## src/rtl/mem_arb_pkg.sv

```systemverilog
// Shared types and defaults for the fetch/data memory arbiter.
// Holds the FSM state encoding, the requester identity and the latched access record.
// No logic; imported by mem_arb and mem_arb_pick.
package mem_arb_pkg;

  localparam int MEM_LAT_DEF    = 1;
  localparam int STARVE_MAX_DEF = 3;
  localparam int AW             = 16;
  localparam int DW             = 16;

  typedef enum logic [1:0] {
    IDLE = 2'd0,
    BUSY = 2'd1,
    DONE = 2'd2
  } state_t;

  typedef enum logic {
    OWN_IF = 1'b0,
    OWN_D  = 1'b1
  } owner_t;

  // Access captured at grant time; drives the memory bus for the whole BUSY window.
  typedef struct packed {
    owner_t        owner;
    logic          we;
    logic [AW-1:0] addr;
    logic [DW-1:0] wdata;
  } acc_t;

endpackage

```

## src/rtl/mem_arb_pick.sv

```systemverilog
// Purpose: chooses the winner between fetch and data requests, data first unless fetch is starved.
// Latency: purely combinational, no state.
// Backpressure: none here; the caller only applies the decision while idle.
// Ports: if_req/d_req pending requests, starve_cnt current starvation count,
//        grant_vld any request pending, grant_own winning requester.
module mem_arb_pick
  import mem_arb_pkg::*;
#(
  parameter int STARVE_MAX = STARVE_MAX_DEF,
  parameter int SW         = $clog2(STARVE_MAX + 1)
) (
  input  logic          if_req,
  input  logic          d_req,
  input  logic [SW-1:0] starve_cnt,
  output logic          grant_vld,
  output owner_t        grant_own
);

  logic force_if;

  always_comb begin
    // Fetch has lost STARVE_MAX times in a row: it takes this slot if it wants it.
    force_if  = if_req && (starve_cnt == SW'(STARVE_MAX));
    grant_vld = if_req || d_req;
    grant_own = (d_req && !force_if) ? OWN_D : OWN_IF;
  end

endmodule

```

## src/rtl/mem_arb.sv

```systemverilog
// Purpose: shares one single-port word memory between instruction fetch and data load/store.
// Latency: request sampled in IDLE -> rdy pulse MEM_LAT+1 cycles later; one access per MEM_LAT+2 cycles.
// Backpressure: requesters hold req/addr/data until their rdy pulse; the loser simply waits.
// Ports: clk/rst_n (sync, active-low); if_req/if_addr -> if_rdy/if_data;
//        d_re/d_we/d_addr/d_wdata -> d_rdy/d_rdata; mem_addr/mem_re/mem_we/mem_wdata <- mem_rdata.
module mem_arb
  import mem_arb_pkg::*;
#(
  parameter int MEM_LAT    = MEM_LAT_DEF,
  parameter int STARVE_MAX = STARVE_MAX_DEF
) (
  input  logic          clk,
  input  logic          rst_n,
  input  logic          if_req,
  input  logic [AW-1:0] if_addr,
  output logic          if_rdy,
  output logic [DW-1:0] if_data,
  input  logic          d_re,
  input  logic          d_we,
  input  logic [AW-1:0] d_addr,
  input  logic [DW-1:0] d_wdata,
  output logic          d_rdy,
  output logic [DW-1:0] d_rdata,
  output logic [AW-1:0] mem_addr,
  output logic          mem_re,
  output logic          mem_we,
  output logic [DW-1:0] mem_wdata,
  input  logic [DW-1:0] mem_rdata
);

  localparam int LW = $clog2(MEM_LAT + 1);
  localparam int SW = $clog2(STARVE_MAX + 1);

  state_t        state_q, state_d;
  acc_t          acc_q, acc_d;
  logic [LW-1:0] lat_cnt;
  logic [SW-1:0] starve_cnt;

  logic          grant_vld;
  owner_t        grant_own;
  logic          grant_take;
  logic          lat_last;

  logic          mem_re_d, mem_we_d;
  logic          if_rdy_d, d_rdy_d;
  logic          cap_if, cap_d;

  mem_arb_pick #(
    .STARVE_MAX (STARVE_MAX),
    .SW         (SW)
  ) u_pick (
    .if_req     (if_req),
    .d_req      (d_re | d_we),
    .starve_cnt (starve_cnt),
    .grant_vld  (grant_vld),
    .grant_own  (grant_own)
  );

  assign grant_take = (state_q == IDLE) && grant_vld;
  assign lat_last   = (lat_cnt == LW'(MEM_LAT));

  // The bus is driven straight from the latched access record, so it is stable for
  // the whole BUSY window regardless of what the requester does with its inputs.
  assign mem_addr  = acc_q.addr;
  assign mem_wdata = acc_q.wdata;

  // State register
  always_ff @(posedge clk) begin
    if (!rst_n) state_q <= IDLE;
    else        state_q <= state_d;
  end

  // Next-state logic
  always_comb begin
    state_d = state_q;
    case (state_q)
      IDLE:    if (grant_vld) state_d = BUSY;
      BUSY:    if (lat_last)  state_d = DONE;
      DONE:    state_d = IDLE;
      default: state_d = IDLE;
    endcase
  end

  // Output logic: next values for the registered outputs and capture enables
  always_comb begin
    acc_d    = acc_q;
    mem_re_d = 1'b0;
    mem_we_d = 1'b0;
    if_rdy_d = 1'b0;
    d_rdy_d  = 1'b0;
    cap_if   = 1'b0;
    cap_d    = 1'b0;
    case (state_q)
      IDLE: begin
        if (grant_vld) begin
          acc_d.owner = grant_own;
          if (grant_own == OWN_D) begin
            // Read and write together is a write; the load side is ignored.
            acc_d.we    = d_we;
            acc_d.addr  = d_addr;
            acc_d.wdata = d_wdata;
          end else begin
            acc_d.we    = 1'b0;
            acc_d.addr  = if_addr;
          end
          mem_re_d = !acc_d.we;
          mem_we_d = acc_d.we;
        end
      end
      BUSY: begin
        if (!lat_last) begin
          mem_re_d = mem_re;
          mem_we_d = mem_we;
        end else begin
          // mem_rdata is valid now; the rdy pulse lands in DONE alongside the captured data.
          if_rdy_d = (acc_q.owner == OWN_IF);
          d_rdy_d  = (acc_q.owner == OWN_D);
          cap_if   = if_rdy_d && !acc_q.we;
          cap_d    = d_rdy_d && !acc_q.we;
        end
      end
      default: ;
    endcase
  end

  // Registered outputs and counters
  always_ff @(posedge clk) begin
    if (!rst_n) begin
      acc_q      <= '0;
      mem_re     <= 1'b0;
      mem_we     <= 1'b0;
      if_rdy     <= 1'b0;
      d_rdy      <= 1'b0;
      if_data    <= '0;
      d_rdata    <= '0;
      lat_cnt    <= '0;
      starve_cnt <= '0;
    end else begin
      acc_q  <= acc_d;
      mem_re <= mem_re_d;
      mem_we <= mem_we_d;
      if_rdy <= if_rdy_d;
      d_rdy  <= d_rdy_d;
      if (cap_if) if_data <= mem_rdata;
      if (cap_d)  d_rdata <= mem_rdata;

      if (grant_take)                          lat_cnt <= LW'(1);
      else if ((state_q == BUSY) && !lat_last) lat_cnt <= lat_cnt + LW'(1);
      else                                     lat_cnt <= '0;

      // Only a data win over a waiting fetch counts as a loss for fetch.
      if (grant_take) begin
        if (grant_own == OWN_IF)
          starve_cnt <= '0;
        else if (if_req && (starve_cnt != SW'(STARVE_MAX)))
          starve_cnt <= starve_cnt + SW'(1);
      end
    end
  end

endmodule

```

## config.mk

```make
export PLATFORM = sky130hd
export DESIGN_NAME = mem_arb
export DESIGN_NICKNAME = d
export VERILOG_FILES = /design/src/rtl/mem_arb_pkg.sv /design/src/rtl/mem_arb_pick.sv /design/src/rtl/mem_arb.sv
export SDC_FILE = /design/constraint.sdc
export NUM_CORES = 1
export LEC_CHECK = 0
export CORE_MARGIN = 2
export CORE_UTILIZATION = 38
export CTS_CLUSTER_DIAMETER = 200
export DETAILED_ROUTE_END_ITERATION = 6
export PLACE_DENSITY = 0.87
export SYNTH_ARGS = -nofsm -noshare
export SYNTH_HDL_FRONTEND = slang
export SYNTH_HIERARCHICAL = 1
export SYNTH_SLANG_ARGS = --single-unit
```

## constraint.sdc

```tcl
create_clock -name clk -period 1.85 [get_ports clk]
set_clock_uncertainty 0.15 [all_clocks]
set_input_delay 0.2775 -clock clk [delete_from_list [all_inputs] [get_ports clk]]
set_output_delay 0.2775 -clock clk [all_outputs]
set_load 0.005 [all_outputs]
```

=== Word level (Yosys, flattened, before mapping) ===
Index checks and enable logic that the tools add are counted.

* Flip-flop bits (word level): 75
* Bits in read-only memories: 0
* Output and inout port bits: 68
* Bits in writable memories: 0
* Bits of input ports: 69
* Memories kept: 0
* Latch bits: 0

* Reductions and logical operators: 18
* Bitwise gates (word level): 2
* Shifts and indexed selects: 0
* $mul: 0
* $add $sub $neg: 2
* Order comparisons: 0
* Div/mod/pow operators: 0
* Multiplexer cells: 20
* Equality and inequality tests: 6

{| class="wikitable"
|+ Operators with widths
! cell !! number
|-
| $mux W17 || 3
|-
| $mux W1 || 10
|-
| $mux W2 || 4
|-
| $logic_and A1 B1 Y1 || 7
|-
| $ne A2 B2 Y1 const B || 3
|-
| $reduce_and A2 Y1 || 3
|-
| $reduce_and A3 Y1 || 2
|-
| $logic_not A1 Y1 || 4
|-
| $pmux W1 S2 || 2
|-
| $pmux W2 S2 || 1
|-
| $add A2 B1 Y2 const B || 1
|-
| $eq A2 B1 Y1 const B || 1
|-
| $eq A2 B2 Y1 const B || 1
|-
| $logic_not A2 Y1 || 1
|-
| $ne A2 B1 Y1 const B || 1
|-
| $add A1 B1 Y1 const B || 1
|-
| $logic_or A1 B1 Y1 || 1
|-
| $not A1 Y1 || 1
|-
| $or A1 B1 Y1 || 1
|}

=== Logic depth before layout (Yosys ltp) ===
* Depth in word-level cells: 11
* Mapped depth: 8

=== Cells and area by module ===
Netlist, hierarchy kept.

{| class="wikitable"
|+ Modules (own cells, without submodules)
! module !! cells an instance !! instances !! area each (µm²) !! sequential area each (µm²)
|-
| mem_arb || 344 || 1 || 3115.5 || 1501.4
|-
| mem_arb_pick || 3 || 1 || 16.3 || 0.0
|}

=== Least setup slack after synthesis ===
No wires, ideal clock.

* Path kind: in2reg
* From: in d_we
* To: reg acc_q (netlist bit mem_wdata[4])
* Path buffers: 2
* Path slack: -0.020 ns
* Arrival: 1.649 ns
* Data required time: 1.629 ns
* Stages on the path: 7
* Cells stage by stage: or2_2 -> or2_1 -> or4bb_1 -> clkbuf_1 -> clkbuf_1 -> nand2_1 -> a21oi_1

* Elaborated cells between the ends (all ways): 5

{| class="wikitable"
|+ RTL lines
! item !! RTL line !! RTL
|-
| from (decl) || mem_arb.sv:19 || <nowiki>input logic d_we,</nowiki>
|-
| $or A1 B1 Y1 || mem_arb.sv:53 || <nowiki>.d_req (d_re | d_we),</nowiki>
|-
| $logic_or A1 B1 Y1 || mem_arb_pick.sv:24 || <nowiki>grant_vld = if_req || d_req;</nowiki>
|-
| net grant_vld || mem_arb.sv:39 || <nowiki>logic grant_vld;</nowiki>
|-
| $reduce_and A3 Y1 (no line) || n/a ||
|-
| to (signal assigned) || mem_arb.sv:129 || <nowiki>acc_q <= '0;</nowiki>
|-
| to (signal assigned) || mem_arb.sv:139 || <nowiki>acc_q <= acc_d;</nowiki>
|-
| to (decl) || mem_arb.sv:35 || <nowiki>acc_t acc_q, acc_d;</nowiki>
|}

The timed path passes the listed nets, and every way through them passes these cells.
A chain may end at the register's enable or synchronous reset.

=== Worst setup path after layout ===
* From: in if_req
* To: reg starve_cnt[0]

* Elaborated cells between the ends (all ways): 10

{| class="wikitable"
|+ RTL lines
! item !! RTL line !! RTL
|-
| from (decl) || mem_arb.sv:14 || <nowiki>input logic if_req,</nowiki>
|-
| $logic_or A1 B1 Y1 || mem_arb_pick.sv:24 ||
|-
| net grant_vld || mem_arb.sv:39 ||
|-
| $logic_and A1 B1 Y1 || mem_arb.sv:59 || <nowiki>assign grant_take = (state_q == IDLE) && grant_vld;</nowiki>
|-
| $reduce_and A2 Y1 (no line) || n/a ||
|-
| to (signal assigned) || mem_arb.sv:156 || <nowiki>starve_cnt <= starve_cnt + SW'(1);</nowiki>
|-
| to (decl) || mem_arb.sv:37 || <nowiki>logic [SW-1:0] starve_cnt;</nowiki>
|}

The timed path passes the listed nets, and every way through them passes these cells.

==> run_results.csv <==
group,metric,value,unit
critical_path,worst_ep_arrival_time,1.88,ns
place,gp_congestion,0.688,
synthesis,yosys.area_share.simple,0.173,
final_layout,fillers,722,
die,core_area,0.00809,sq mm
sta,hold-worst-slack,0.188,ns
sta,fmax,0.565,GHz
detailed_routing,detail_route.drc_violations,0,
place,post-place-cells,544,
global_routing,grt_use_total,0.167,
sta,maxSlewViolCount,0,
die,die_width,94.8,microns
synthesis,synth-seq-cells,75,
sta,timing.final.setup_violations,0,
sta,max-slew-margin-rel,0.725,
final_layout,final_nets,521,
final_layout,synthToLayoutAreaGrowth,47.4,%
clocking,cell_chosen_for_the_clock_root,"sky130_fd_sc_hd__clkbuf_8",
clocking,cts.sinks,75,
detailed_routing,met3_length,577,microns
synthesis,synthesis.area_per_instance,9.03,sq um
global_routing,maximum_number_of_pins_on_one_net_before_global_route_repair,40,
place,post_dp_cell_area,0.00442,sq mm
synthesis,post_synth_xor_area_fraction,0,
final_layout,combined_area_of_the_multi_input_logic_cells,0.00132,sq mm
die,ioPinCount,137,
place,port-buffer-count,136,
outcome,outcome,"finished clean",
synthesis,netlist_instances,347,
synthesis,synth_fp_nets,417,
detailed_routing,routed_metal_1_wire_length,3010,microns
critical_path,critPathMaxFanout,2,
clocking,tritoncts,"built",
detailed_routing,met2WireLength,3670,microns
global_routing,overflow,0,
final_layout,final_area,0.00462,sq mm
final_layout,drive_gt1_frac,0.0789,
synthesis,synth.distinct_cells,31,
place,dp_worst_setup_slack,-0.529,ns
synthesis,synth_top_family_by_area,"simple AND/OR/NAND/NOR gates",
detailed_routing,dr.first_iter.drc_count,73,
final_layout,n_antenna_cell,0,
detailed_routing,via_count,2657,
die,placementRows,33,
sta,fin_crit_sh,0.957,
sta,unrepaired_setup_endpoints_after_global_routing,"no",
synthesis,share_of_the_synthesized_area_in_compound_gates_ao_oa_aoi_oai,0.0795,
sta,timing_hold_violations_final,0,
die,die_y,94.8,microns
detailed_routing,via_per_inst,4.74,
detailed_routing,drt_pass1_iterations,4,
sta,setup_ws,0.0798,ns
die,fp.dieArea,0.00898,sq mm
power_and_ir_drop,power_per_cell_area,798,mW/mm^2
die,start_util,0.387,
clocking,cts_hold_buffers,0,
hold_path,hold_path_class,"primary input to flip-flop",
synthesis,synth_area,0.00313,sq mm
critical_path,setup.worst_path.start_class,"primary input",
detailed_routing,routed_wl,7350,microns
global_routing,via_count_of_the_first_global_routing_pass,2638,
clocking,clkLatencyLatePin,0.34,ns
clocking,ctsLongestPathBuffers,2,
critical_path,setup.worst_path.class,"primary input to flip-flop",
synthesis,post_synth_mux_area_share,0.153,
synthesis,share_of_synthesized_cell_area_in_full_adder_half_adder_and_majority_cells,0.00400,
global_routing,grt_first_pass_wirelength,11800,microns
final_layout,final_cells,561,
critical_path,setup.worst_path.end_class,"flip-flop",
detailed_routing,wl_per_cell,13.1,microns
clocking,h-tree-depth,3,
final_layout,regArea,0.00150,sq mm
sta,final_period_minus_worst_setup_slack,1.77,ns
run,max_cap_violations,0,
synthesis,synth.yosys.warnings,6,
global_routing,grt_antenna_before_repair,0,
power_and_ir_drop,max-vdd-ir-drop,0.000430,V
synthesis,sequential_to_total_area_share_from_yosys_stat,0.479,
detailed_routing,top_layer_used,"met4",
detailed_routing,postRouteAntennaNets,0,
power_and_ir_drop,static-leakage-power,0.00189,uW
clocking,clock_transition_time_at_the_flip_flop_clock_pins_of_the_worst_setup_and_hold_paths,0.08,ns
place,dp.final_hpwl,5350,microns
critical_path,worst-endpoint-required,1.96,ns
sta,tightestPinTransition,0.411,ns
clocking,cts_inserted_buffers,9,
==> worst max-delay path, stage by stage <==
cell and delay (ns):
sky130_fd_sc_hd__clkdlybuf4s50_1 0.48, sky130_fd_sc_hd__or2_4 0.12, sky130_fd_sc_hd__or3b_1 0.35, sky130_fd_sc_hd__or4b_1 0.48
sky130_fd_sc_hd__a31oi_1 0.18
==> synthesized netlist by cell type (all sizes together) <==
cell type	number	area (sq um)
a21oi	20	100
inv	2	7.51
or4b	1	10.0
a22oi	1	7.51
a211oi	16	120
nand2	87	327
or3b	1	8.76
a31oi	2	12.5
mux2i	48	480
nor3b	2	20.0
or4bb	1	11.3
nor2b	2	12.5
nand2b	1	6.26
nand4b	1	8.76
nor4bb	1	10.0
nor2	21	78.8
nand3	1	5.00
and4bb	1	12.5
or2	2	12.5
buf	40	280
dfxtp	75	1500
clkbuf	16	60.1
ha	1	12.5
nor3	1	5.00
o2bb2ai	1	8.76
and3	1	6.26
and2	1	6.26
==> flip-flops by register name (all words and copies together) (netlist names) <==
name	cells
mem_re	1
mem_addr	16
starve_cnt	2
d_rdata	16
d_rdy	1
mem_we	1
mem_wdata	16
acc_q	2
lat_cnt	1
state_q	2
if_data	16
if_rdy	1
==> cells in the final DEF, fill, tap and decap left out, types with 2 or more instances in the layout <==
cell | Yosys | final
sky130_fd_sc_hd__a21oi_1 | 20 | 20
sky130_fd_sc_hd__or2_4 | 0 | 2
sky130_fd_sc_hd__dfxtp_1 | 75 | 75
sky130_fd_sc_hd__clkdlybuf4s50_1 | 0 | 133
sky130_fd_sc_hd__nor2b_1 | 2 | 2
sky130_fd_sc_hd__clkbuf_8 | 0 | 9
sky130_fd_sc_hd__buf_12 | 0 | 2
sky130_fd_sc_hd__nor2_1 | 21 | 21
sky130_fd_sc_hd__inv_1 | 2 | 2
sky130_fd_sc_hd__buf_4 | 33 | 11
sky130_fd_sc_hd__inv_6 | 0 | 2
sky130_fd_sc_hd__clkinvlp_4 | 0 | 3
sky130_fd_sc_hd__dlygate4sd2_1 | 0 | 2
sky130_fd_sc_hd__mux2i_1 | 48 | 48
sky130_fd_sc_hd__a211oi_1 | 16 | 16
sky130_fd_sc_hd__nand2_1 | 87 | 87
==> kinds of logic (layout without fill, tap and decap cells) <==
family | after synthesis | in the layout
flip-flops | 75 | 75
buffers and inverters | 58 | 167
multiplexers | 48 | 48
adder cells (fa/ha/maj) | 1 | 1
AND/OR/NAND/NOR | 125 | 125
AO/OA/AOI/OAI | 40 | 40
==> area by class of cell <==
type	instances	area share
Clock buffer	9	0.0268
Clock inverter	7	0.0130
Inverter	2	0.00163
Multi-Input combinational cell	214	0.285
Sequential cell	75	0.325
Tap cell	105	0.0285
Timing Repair Buffer	149	0.320
==> metal layers <==
layer  global-route usage  vias to the layer above
li1                     -                     1335
met1                0.179                     1216
met2                0.307                       96
met3               0.0487                       10
met4               0.0652                        0
met5                    0                        -
==> per-stage QoR <==
step,total power [uW],TNS (ns),utilization
floorplan,2230,0,-
global placement,2550,-9.78,0.546
detailed placement,2570,-11.89,0.546
CTS,3740,0,0.570
global route,3890,0,0.570
finish,3690,0,0.570
==> where the power goes <==
part,leakage [uW],internal [uW],switching (uW),total (uW)
combinational,0.00120,446,289,734
clock,0.0000844,507,646,1150
sequential,0.000614,1730,70.0,1800
total,0.00189,2680,1000,3690
==> final timing paths <==
kind                               from                         end  slack (ns)  depth (start not counted)
max                              if_req  starve_cnt[0]$_SDFFE_PN0P_        0.08                          5
min                               rst_n  starve_cnt[1]$_SDFFE_PN0P_        0.19                          3
max reg2reg  starve_cnt[0]$_SDFFE_PN0P_  mem_wdata[14]$_SDFFE_PN0P_        0.19                          5
min reg2reg   mem_wdata[5]$_SDFFE_PN0P_   mem_wdata[5]$_SDFFE_PN0P_        0.31                          2
==> repair_timing <==
item | in CTS | in global routing
gates resized for setup | 4 | 0
hold endpoints to repair | 0 | 0
buffers inserted | 1 | 0
setup endpoints to repair | 1 | 0
Power figures use the tool's default switching activity.
